`config.mk`:
```
export PLATFORM = sky130hd
export DESIGN_NAME = serial_adder
export DESIGN_NICKNAME = d
export VERILOG_FILES = /design/src/rtl/serial_adder_pkg.sv /design/src/rtl/addbit.sv /design/src/rtl/serial_adder.sv
export SDC_FILE = /design/constraint.sdc
export NUM_CORES = 1
export LEC_CHECK = 0
export BUFFER_PORTS_ARGS = -buffer_cell sky130_fd_sc_hd__buf_2
export CORE_UTILIZATION = 55
export CTS_BUF_LIST = sky130_fd_sc_hd__clkbuf_8
export CTS_CLUSTER_DIAMETER = 150
export DETAILED_ROUTE_END_ITERATION = 10
export PLACE_DENSITY = 0.94
export RECOVER_POWER = 50
export SETUP_SLACK_MARGIN = 0.5
export SKIP_CTS_REPAIR_TIMING = 1
export SYNTH_ARGS = -nofsm -noshare
export SYNTH_HDL_FRONTEND = slang
export SYNTH_SLANG_ARGS = --single-unit
```
`constraint.sdc`:
```
create_clock -name clk -period 2.7 [get_ports clk]
set_input_delay 0.54 -clock clk [delete_from_list [all_inputs] [get_ports clk]]
set_output_delay 0.54 -clock clk [all_outputs]
set_load 0.05 [all_outputs]
```
`src/rtl/serial_adder_pkg.sv`:
```
// Shared types and constants for the bit-serial adder.
package serial_adder_pkg;

  localparam int SERIAL_ADDER_WIDTH_DEF = 8;

  typedef enum logic [1:0] {
    IDLE  = 2'd0,
    SHIFT = 2'd1,
    DONE  = 2'd2
  } sa_state_e;

endpackage

```
`src/rtl/addbit.sv`:
```
// Single-bit full adder cell used as the per-bit engine of serial_adder.
module addbit (
  input  logic a,
  input  logic b,
  input  logic ci,
  output logic sum,
  output logic co
);

  assign sum = a ^ b ^ ci;
  assign co  = (a & b) | (a & ci) | (b & ci);

endmodule

```
`src/rtl/serial_adder.sv`:
```
// Bit-serial WIDTH-bit adder: one addbit cell, operand shift registers, registered carry.
// Optional signed-overflow flag built only when SERIAL_ADDER_OVERFLOW_EN is defined.
module serial_adder
  import serial_adder_pkg::*;
#(
  parameter int WIDTH = SERIAL_ADDER_WIDTH_DEF
) (
  input  logic             clk,
  input  logic             rst_n,
  input  logic             in_valid,
  output logic             in_ready,
  input  logic [WIDTH-1:0] a,
  input  logic [WIDTH-1:0] b,
  input  logic             cin,
  output logic             out_valid,
  input  logic             out_ready,
  output logic [WIDTH-1:0] sum,
  output logic             cout,
  output logic             ovf
);

  localparam int CNT_W = $clog2(WIDTH);

  sa_state_e        state_q;
  sa_state_e        state_d;
  logic [WIDTH-1:0] a_sr;
  logic [WIDTH-1:0] b_sr;
  logic [WIDTH-1:0] sum_sr;
  logic             carry;
  logic [CNT_W-1:0] cnt;
  logic             bit_sum;
  logic             bit_co;
  logic             accept;
  logic             last_bit;

  addbit u_addbit (
    .a   (a_sr[0]),
    .b   (b_sr[0]),
    .ci  (carry),
    .sum (bit_sum),
    .co  (bit_co)
  );

  assign accept   = in_valid && (state_q == IDLE);
  assign last_bit = (state_q == SHIFT) && (cnt == CNT_W'(WIDTH - 1));

  always_ff @(posedge clk or negedge rst_n) begin
    if (!rst_n) begin
      state_q <= IDLE;
    end else begin
      state_q <= state_d;
    end
  end

  always_comb begin
    state_d = state_q;
    case (state_q)
      IDLE:    if (in_valid)  state_d = SHIFT;
      SHIFT:   if (last_bit)  state_d = DONE;
      DONE:    if (out_ready) state_d = IDLE;
      default:                state_d = IDLE;
    endcase
  end

  // The carry register doubles as cout: after the last bit it holds carry out of the MSB.
  always_ff @(posedge clk or negedge rst_n) begin
    if (!rst_n) begin
      a_sr   <= '0;
      b_sr   <= '0;
      sum_sr <= '0;
      carry  <= 1'b0;
      cnt    <= '0;
    end else if (accept) begin
      a_sr   <= a;
      b_sr   <= b;
      sum_sr <= '0;
      carry  <= cin;
      cnt    <= '0;
    end else if (state_q == SHIFT) begin
      a_sr   <= a_sr >> 1;
      b_sr   <= b_sr >> 1;
      sum_sr <= {bit_sum, sum_sr[WIDTH-1:1]};
      carry  <= bit_co;
      cnt    <= cnt + CNT_W'(1);
    end
  end

`ifdef SERIAL_ADDER_OVERFLOW_EN
  logic ovf_q;

  // On the last bit, carry holds the carry into the MSB and bit_co the carry out of it.
  always_ff @(posedge clk or negedge rst_n) begin
    if (!rst_n) begin
      ovf_q <= 1'b0;
    end else if (accept) begin
      ovf_q <= 1'b0;
    end else if (last_bit) begin
      ovf_q <= carry ^ bit_co;
    end
  end

  assign ovf = ovf_q;
`else
  assign ovf = 1'b0;
`endif

  assign in_ready  = (state_q == IDLE);
  assign out_valid = (state_q == DONE);
  assign sum       = sum_sr;
  assign cout      = carry;

endmodule

```
==> flow_summary.toml, run 1 <==
[run_status]
outcome = "finished, violations left"
violations = "capacitance limit, slew limit"

[pwr]
power_density_nw_per_um2 = 1330
ir_drop_mv = 0.732
p_leak_nw = 0.730

[setup_path]
critPathRequiredTime_ps = 2160
endpoint_kind = "primary output"
rr_startpoint = "state_q[1]"
arrival_ps = 1440
startpoint_type = "flip-flop"
path_class = "reg2out"
cp-startpoint = "state_q[1]"
path_max_fanout = 18

[clocking]
ctsHtreeMaxLevel = 2
cts_made_buffers = 5
cts.sinks = 30
cts_tree = "built"
clockBufferDepth = 2
clkTransAtPathRegs_ps = 60
clkLatencyLatePin_ps = 280
root_buffer = "clkbuf_8"

[die]
die_h_um = 51.1
io_pins = 33
coreArea_sq_um = 2230
die_w_um = 51.1
start_util_pct = 59.3
rows = 17
die_area_sq_um = 2610

[global_route]
overflow = 0
first_global_vias = 1034
track_usage_pct = 25.2
grt_pass1_wl_um = 4550
grt_max_degree = 31
antenna_found_initial = 0

[timing]
fin_setup_tns_ps = 0
setup_viol = 0
fin_skew_ps = 5.43
tightest_slew_ps = 1570
grt_setup_unrepaired = "no"
maxSlewHeadroom_pct = -4.67
slew_viol_final = 31
fmax_ghz = 0.505
final-hold-violation-count = 0
fin_crit_sh_pct = 73.3
fin_crit_ps = 1980

[synth]
netlist_instances = 119
syn_area_sq_um = 1330
ys_seq_elements = 30
seq_area_frac_synth_pct = 56.7
postSynthAreaPerCell_sq_um = 11.1
synth_cell_types = 24
syn_nets = 143
yosysWarnings = 0

[route]
viasPerCell = 5.91
avgRoutedWirePerCell_um = 15.7
drt-total-wl_um = 2770
drt_iter0_markers = 14
drc = 0
dr.pass1.iters = 4
vias = 1041
detail-route-antenna-nets = 0

[placed_design]
portBuffers = 31
gp_congestion = 0.851
post-dp-hpwl_um = 1880

[cells_and_area]
antennaDiodeCount = 0
layout_common_cells = "dfrtp_1 (30), buf_2 (30), o22ai_1 (20)"
drive_gt1_share_pct = 26.4
nFillCells = 177
syn2layout_area_growth_pct = 15.9
final_nets = 171
post-route-util_pct = 68.7

[worst_hold_path]
hp-class = "in2reg"
min_from = "out_ready"

[run]
cap_violations = 1
-- sequential cells by signal (all words and copies together), names as in the netlist --
name	flops
state_q	2
a_sr	8
sum	8
cout	1
cnt	3
b_sr	8
-- final timing paths --
check / end / slack, ps / depth (start not counted)
setup / recovery: out_valid / 720 / 3
hold / removal: state_q[1] / 430 / 2
setup reg to reg: b_sr[7] / 1380 / 3
hold reg to reg: sum[0] / 500 / 1
max in group asynchronous: a_sr[3] / 1150 / 1
min in group asynchronous: sum[0] / 640 / 1
-- layer usage --
metal / up-vias / part of all wire (%) / global-route usage [%]
met2: 38 / 49 / 38.4
li1: 494 / - / -
met5: - / 0 / 0
met3: 5 / 5.0 / 10.1
met4: 0 / 1.7 / 13.9
met1: 504 / 44 / 30.2
-- synthesized netlist by cell type (all sizes together) --
master	number	area, sq um
nand2b	3	18.8
a21oi	15	75.1
fa	1	20.0
inv	2	7.51
ha	2	25.0
o221a	1	11.3
a41o	1	10.0
o21bai	1	11.3
buf	10	70.1
o21ai	2	10.0
dfrtp	30	751
a22o	10	87.6
o21ba	1	10.0
a21boi	1	7.51
conb	1	3.75
or2	1	6.26
nor2	10	37.5
and2b	1	7.51
nand2	4	15.0
nand3b	1	7.51
o31ai	1	7.51
o22ai	20	125
-- kinds of logic after synthesis --
logic type	synth area share, %
other	0.283
adder cells (fa/ha/maj)	3.40
flip-flops	56.7
AO/OA/AOI/OAI	26.8
buffers and inverters	5.85
AND/OR/NAND/NOR	6.99
-- metrics by stage --
step / instances / cell area (sq um) / hold slack, ps / power [mW] / worst slack (ps)
3_5_place_dp: 168 / 1450 / 476 / 1.69 / 1210
3_3_place_gp: 168 / 1450 / 474 / 1.62 / 1220
5_1_grt: 176 / 1540 / 425 / 2.18 / 632
6_report: 176 / 1540 / 429 / 2.04 / 720
4_1_cts: 176 / 1540 / 301 / 2.05 / 893
2_1_floorplan: 119 / 1330 / 244 / 1.51 / 869
-- power by group --
part	switching (mW)	internal (mW)
Combinational	0.547	0.316
Sequential	0.160	0.655
Clock	0.165	0.201
-- cell type report --
type / instances / area, sq um / area share (%)
sequential: 30 / 751 / 48.9
multi-input combinational: 77 / 497 / 32.4
timing repair buffer: 31 / 154 / 10.0
clock buffer: 6 / 82.6 / 5.38
tap: 28 / 35.0 / 2.28
clock inverter: 2 / 8.76 / 0.570
inverter: 2 / 7.51 / 0.489
-- critical path, cell delays in order (launching register included) --
cell     delay, ps
dfrtp_1        430
inv_1          430
nor2_1          70
buf_2          230
(Power assumes the default switching activity.)
==> run 2, diff against run 1 <==
Settings changed: CORE_UTILIZATION 55 to 54, PLACE_DENSITY 0.94 to 0.93.
Clock period 2.7 ns to 2.1 ns, I/O delays scaled along.
==> flow_summary.toml, run 2 (synthesis results as in run 1) <==
[clocking]
cts_tree = "built"
cts.sinks = 30
clkTransAtPathRegs_ps = 60
root_buffer = "clkbuf_8"
ctsHtreeMaxLevel = 2
clockBufferDepth = 2
clkLatencyLatePin_ps = 280
cts_made_buffers = 5

[timing]
slew_viol_final = 0
grt_setup_unrepaired = "yes"
fin_setup_tns_ps = 0
fin_crit_sh_pct = 76.1
maxSlewHeadroom_pct = 57.3
tightest_slew_ps = 640
final-hold-violation-count = 0
setup_viol = 0
fin_crit_ps = 1600
fin_skew_ps = 2.98
fmax_ghz = 0.626

[die]
io_pins = 33
start_util_pct = 58.8
rows = 17
die_area_sq_um = 2660
coreArea_sq_um = 2250
die_h_um = 51.5
die_w_um = 51.5

[pwr]
power_density_nw_per_um2 = 1710
ir_drop_mv = 1.05
seq_power_share_pct = 39.9
p_leak_nw = 0.733
total_power_mw = 2.65
intPower_mw = 1.52
swShare_pct = 42.6
p_comb_share_pct = 42.6
switchingPower_mw = 1.13
clock_power_share_pct = 17.5

[cells_and_area]
drive_gt1_share_pct = 29.7
antennaDiodeCount = 0
syn2layout_area_growth_pct = 17.2
nFillCells = 175
layout_common_cells = "dfrtp_1 (29), buf_2 (29), o22ai_1 (20)"
final_nets = 171

[global_route]
grt_pass1_wl_um = 4810
track_usage_pct = 25.6
grt_max_degree = 31
antenna_found_initial = 0
first_global_vias = 1034
overflow = 0

[setup_path]
endpoint_kind = "primary output"
crit_family = "flip-flops"
arrival_ps = 1180
critPathSlowestCell = "dfrtp_1"
critPathRequiredTime_ps = 1680
cp_slowest_stage_delay_ps = 500
path_cells = "nor2_2, buf_4"
startpoint_type = "flip-flop"
rr_startpoint = "state_q[0]"
rr_endpoint = "sum[5]"
path_class = "reg2out"
rr_worst_depth = 2
cp-startpoint = "state_q[0]"
rrSetupSlack_ps = 780
crit_buf_inv = 1
path_max_fanout = 11
crit_cells = 2

[route]
dr.pass1.iters = 4
drt_iter0_markers = 14
drc = 0
viasPerCell = 5.90
detail-route-antenna-nets = 0
vias = 1039
drt-total-wl_um = 2810
avgRoutedWirePerCell_um = 15.9

[run]
cap_violations = 0

[run_status]
outcome = "finished clean"

[placed_design]
gp_congestion = 0.767
post-dp-hpwl_um = 1940
portBuffers = 31

[worst_hold_path]
hp-class = "in2async"
## run 2: cell counts in the layout (fill, tap and decap cells not counted)
No cell type changed its count.
## run 2: cell type report
cell class / count / area [sq um] / share of cell area, %
inverter: 2 / 12.5 / 0.806
timing repair buffer: 31 / 160 / 10.3
clock buffer: 6 / 82.6 / 5.32
multi-input combinational: 77 / 502 / 32.3
clock inverter: 2 / 8.76 / 0.564
sequential: 30 / 752 / 48.4
tap: 28 / 35.0 / 2.26
## run 2: power by group through the flow
stage          Sequential, mW  Clock (mW)  Combinational, mW
2_1_floorplan            1.25           0              0.701
3_3_place_gp             1.03           0               1.06
3_5_place_dp             1.06           0               1.12
4_1_cts                  1.05       0.470               1.12
5_1_grt                  1.09       0.501               1.24
6_report                 1.06       0.464               1.13
## run 2: worst reg2reg max path, stage by stage (launching register included)
cell	delay, ps
dfrtp_1	500
o21bai_2	530
a22o_1	230
## run 2: metrics by stage
step | setup WS, ps | utilization [%] | cell area (sq um) | instances | hold WS [ps]
floorplan | 599 | - | 1330 | 119 | 124
global placement | 746 | 64.3 | 1450 | 168 | 468
detailed placement | 705 | 64.3 | 1450 | 168 | 481
CTS | 400 | 68.4 | 1540 | 176 | 179
global route | 454 | 68.9 | 1550 | 176 | 213
finish | 503 | 68.9 | 1550 | 176 | 159
## run 2: how the worst max path moves through the flow
stage / endpoint / slack (ps)
final: in_ready / 500
after global routing: in_ready / 450
after CTS: out_valid / 400
after detailed placement: out_valid / 700
after global placement: out_valid / 750
after floorplan: out_valid / 600
## run 2: per-layer routing
layer	global-route usage (%)	vias to the layer above	share of wire, %
li1	-	498	-
met1	31.6	501	44
met2	41.3	32	49
met3	9.06	8	5.6
met4	9.46	0	1.1
met5	0	-	0
==> run 3, diff against run 2 <==
Clock period 2.1 ns to 1.65 ns, I/O delays scaled along.
==> flow_summary.toml, run 3 (synthesis results as in run 1) <==
[timing]
grt_setup_unrepaired = "yes"
fin_setup_tns_ps = 0
fin_skew_ps = 6.50
fmax_ghz = 0.681
fin_hold_ws_ps = 101
slew_viol_final = 0
maxSlewHeadroom_pct = 50.2
setup_viol = 0
setup_ws_ps = 183
fin_crit_ps = 1470
fin_crit_sh_pct = 88.9
tightest_slew_ps = 748
final-hold-violation-count = 0

[run]
cap_violations = 0

[cells_and_area]
final_common_cell = "dfrtp_1"
post-route-util_pct = 83.5
drive_gt1_share_pct = 50.9
layout_common_cells = "dfrtp_1 (27), buf_2 (20), o22ai_2 (19)"
final_cells = 193
antennaDiodeCount = 0
final_nets = 189
syn2layout_area_growth_pct = 42.1

[pwr]
swShare_pct = 42.7
switchingPower_mw = 1.71
seq_power_share_pct = 34.7
intPower_mw = 2.30
p_comb_share_pct = 51.8
power_density_nw_per_um2 = 2130
clock_power_share_pct = 13.5
ir_drop_mv = 1.32
p_leak_nw = 0.864

[die]
die_h_um = 51.5
io_pins = 33
rows = 17
die_area_sq_um = 2660
start_util_pct = 58.8
die_w_um = 51.5
coreArea_sq_um = 2250

[worst_hold_path]
hp-class = "in2async"

[placed_design]
portBuffers = 31
gp_congestion = 0.783
post-dp-hpwl_um = 1950
pre_cts_ws_ps = 271
dp.cells = 168

[global_route]
overflow = 0
grt_pass1_wl_um = 4600
grt_max_degree = 31
first_global_vias = 989
antenna_found_initial = 0
track_usage_pct = 25.4

[setup_path]
crit_family = "buffers and inverters"
path_class = "reg2out"
arrival_ps = 1140
crit_buf_inv = 1
path_cells = "clkbuf_1"
startpoint_type = "flip-flop"
path_max_fanout = 2
critPathRequiredTime_ps = 1320
critPathSlowestCell = "clkbuf_1"
endpoint_kind = "primary output"
cp_slowest_stage_delay_ps = 500

[clocking]
ctsHtreeMaxLevel = 2
clockBufferDepth = 2
clkLatencyLatePin_ps = 280
clkTransAtPathRegs_ps = 60
root_buffer = "clkbuf_8"
cts.sinks = 30
cts_made_buffers = 5
cts_tree = "built"

[route]
viasPerCell = 6.23
drc = 0
avgRoutedWirePerCell_um = 19.8
drt-total-wl_um = 3820
dr.pass1.iters = 4
detail-route-antenna-nets = 0
drt_iter0_markers = 36
vias = 1202

[run_status]
outcome = "finished clean"
run 3: cell types whose count changed in the layout (fill, tap and decap cells not counted), sizes merged:
cell | previous run | this run
clkinv | 1 | 0
o21ba | 1 | 2
clkbuf | 7 | 8
buf | 30 | 44
inv | 3 | 5
run 3: worst paths after layout:
check	start	endpoint	slack [ps]	depth (start not counted)
max	sum[5]	sum[5]	180	1
min	rst_n	a_sr[5]	100	1
max reg2reg	state_q[1]	a_sr[0]	230	4
min reg2reg	cnt[1]	cnt[1]	510	1
max in group asynchronous	rst_n	cout	1020	1
min in group clk	out_ready	state_q[1]	250	2
run 3: through the flow:
stage	total power, mW	instance area (sq um)
2_1_floorplan	2.51	1350
6_report	4.01	1880
3_5_place_dp	2.76	1460
3_3_place_gp	2.69	1460
4_1_cts	3.30	1540
5_1_grt	4.20	1880
run 3: layout make-up:
type                       count  area (sq um)
tap                           28          35.0
clock buffer                   5          68.8
fill                         114           372
inverter                       2          17.5
timing repair inverter         1          6.26
timing repair buffer          47           327
multi-input combinational     78           667
sequential                    30           754
clock inverter                 2          7.51
run 3: metal layers:
layer / global-route usage, % / wire length (um) / vias up
li1: - / - / 533
met1: 33.3 / 1640 / 601
met2: 37.7 / 1910 / 57
met3: 6.14 / 182 / 11
met4: 16.2 / 90 / 0
met5: 0 / 0 / -
run 3: power by group through the flow:
| stage | sequential, mW | combinational (mW) | clock [mW] |
|---|---|---|---|
| 5_1_grt | 1.42 | 2.20 | 0.569 |
| 3_3_place_gp | 1.32 | 1.37 | 0 |
| 2_1_floorplan | 1.60 | 0.907 | 0 |
| 3_5_place_dp | 1.34 | 1.42 | 0 |
| 4_1_cts | 1.33 | 1.43 | 0.539 |
| 6_report | 1.39 | 2.08 | 0.542 |
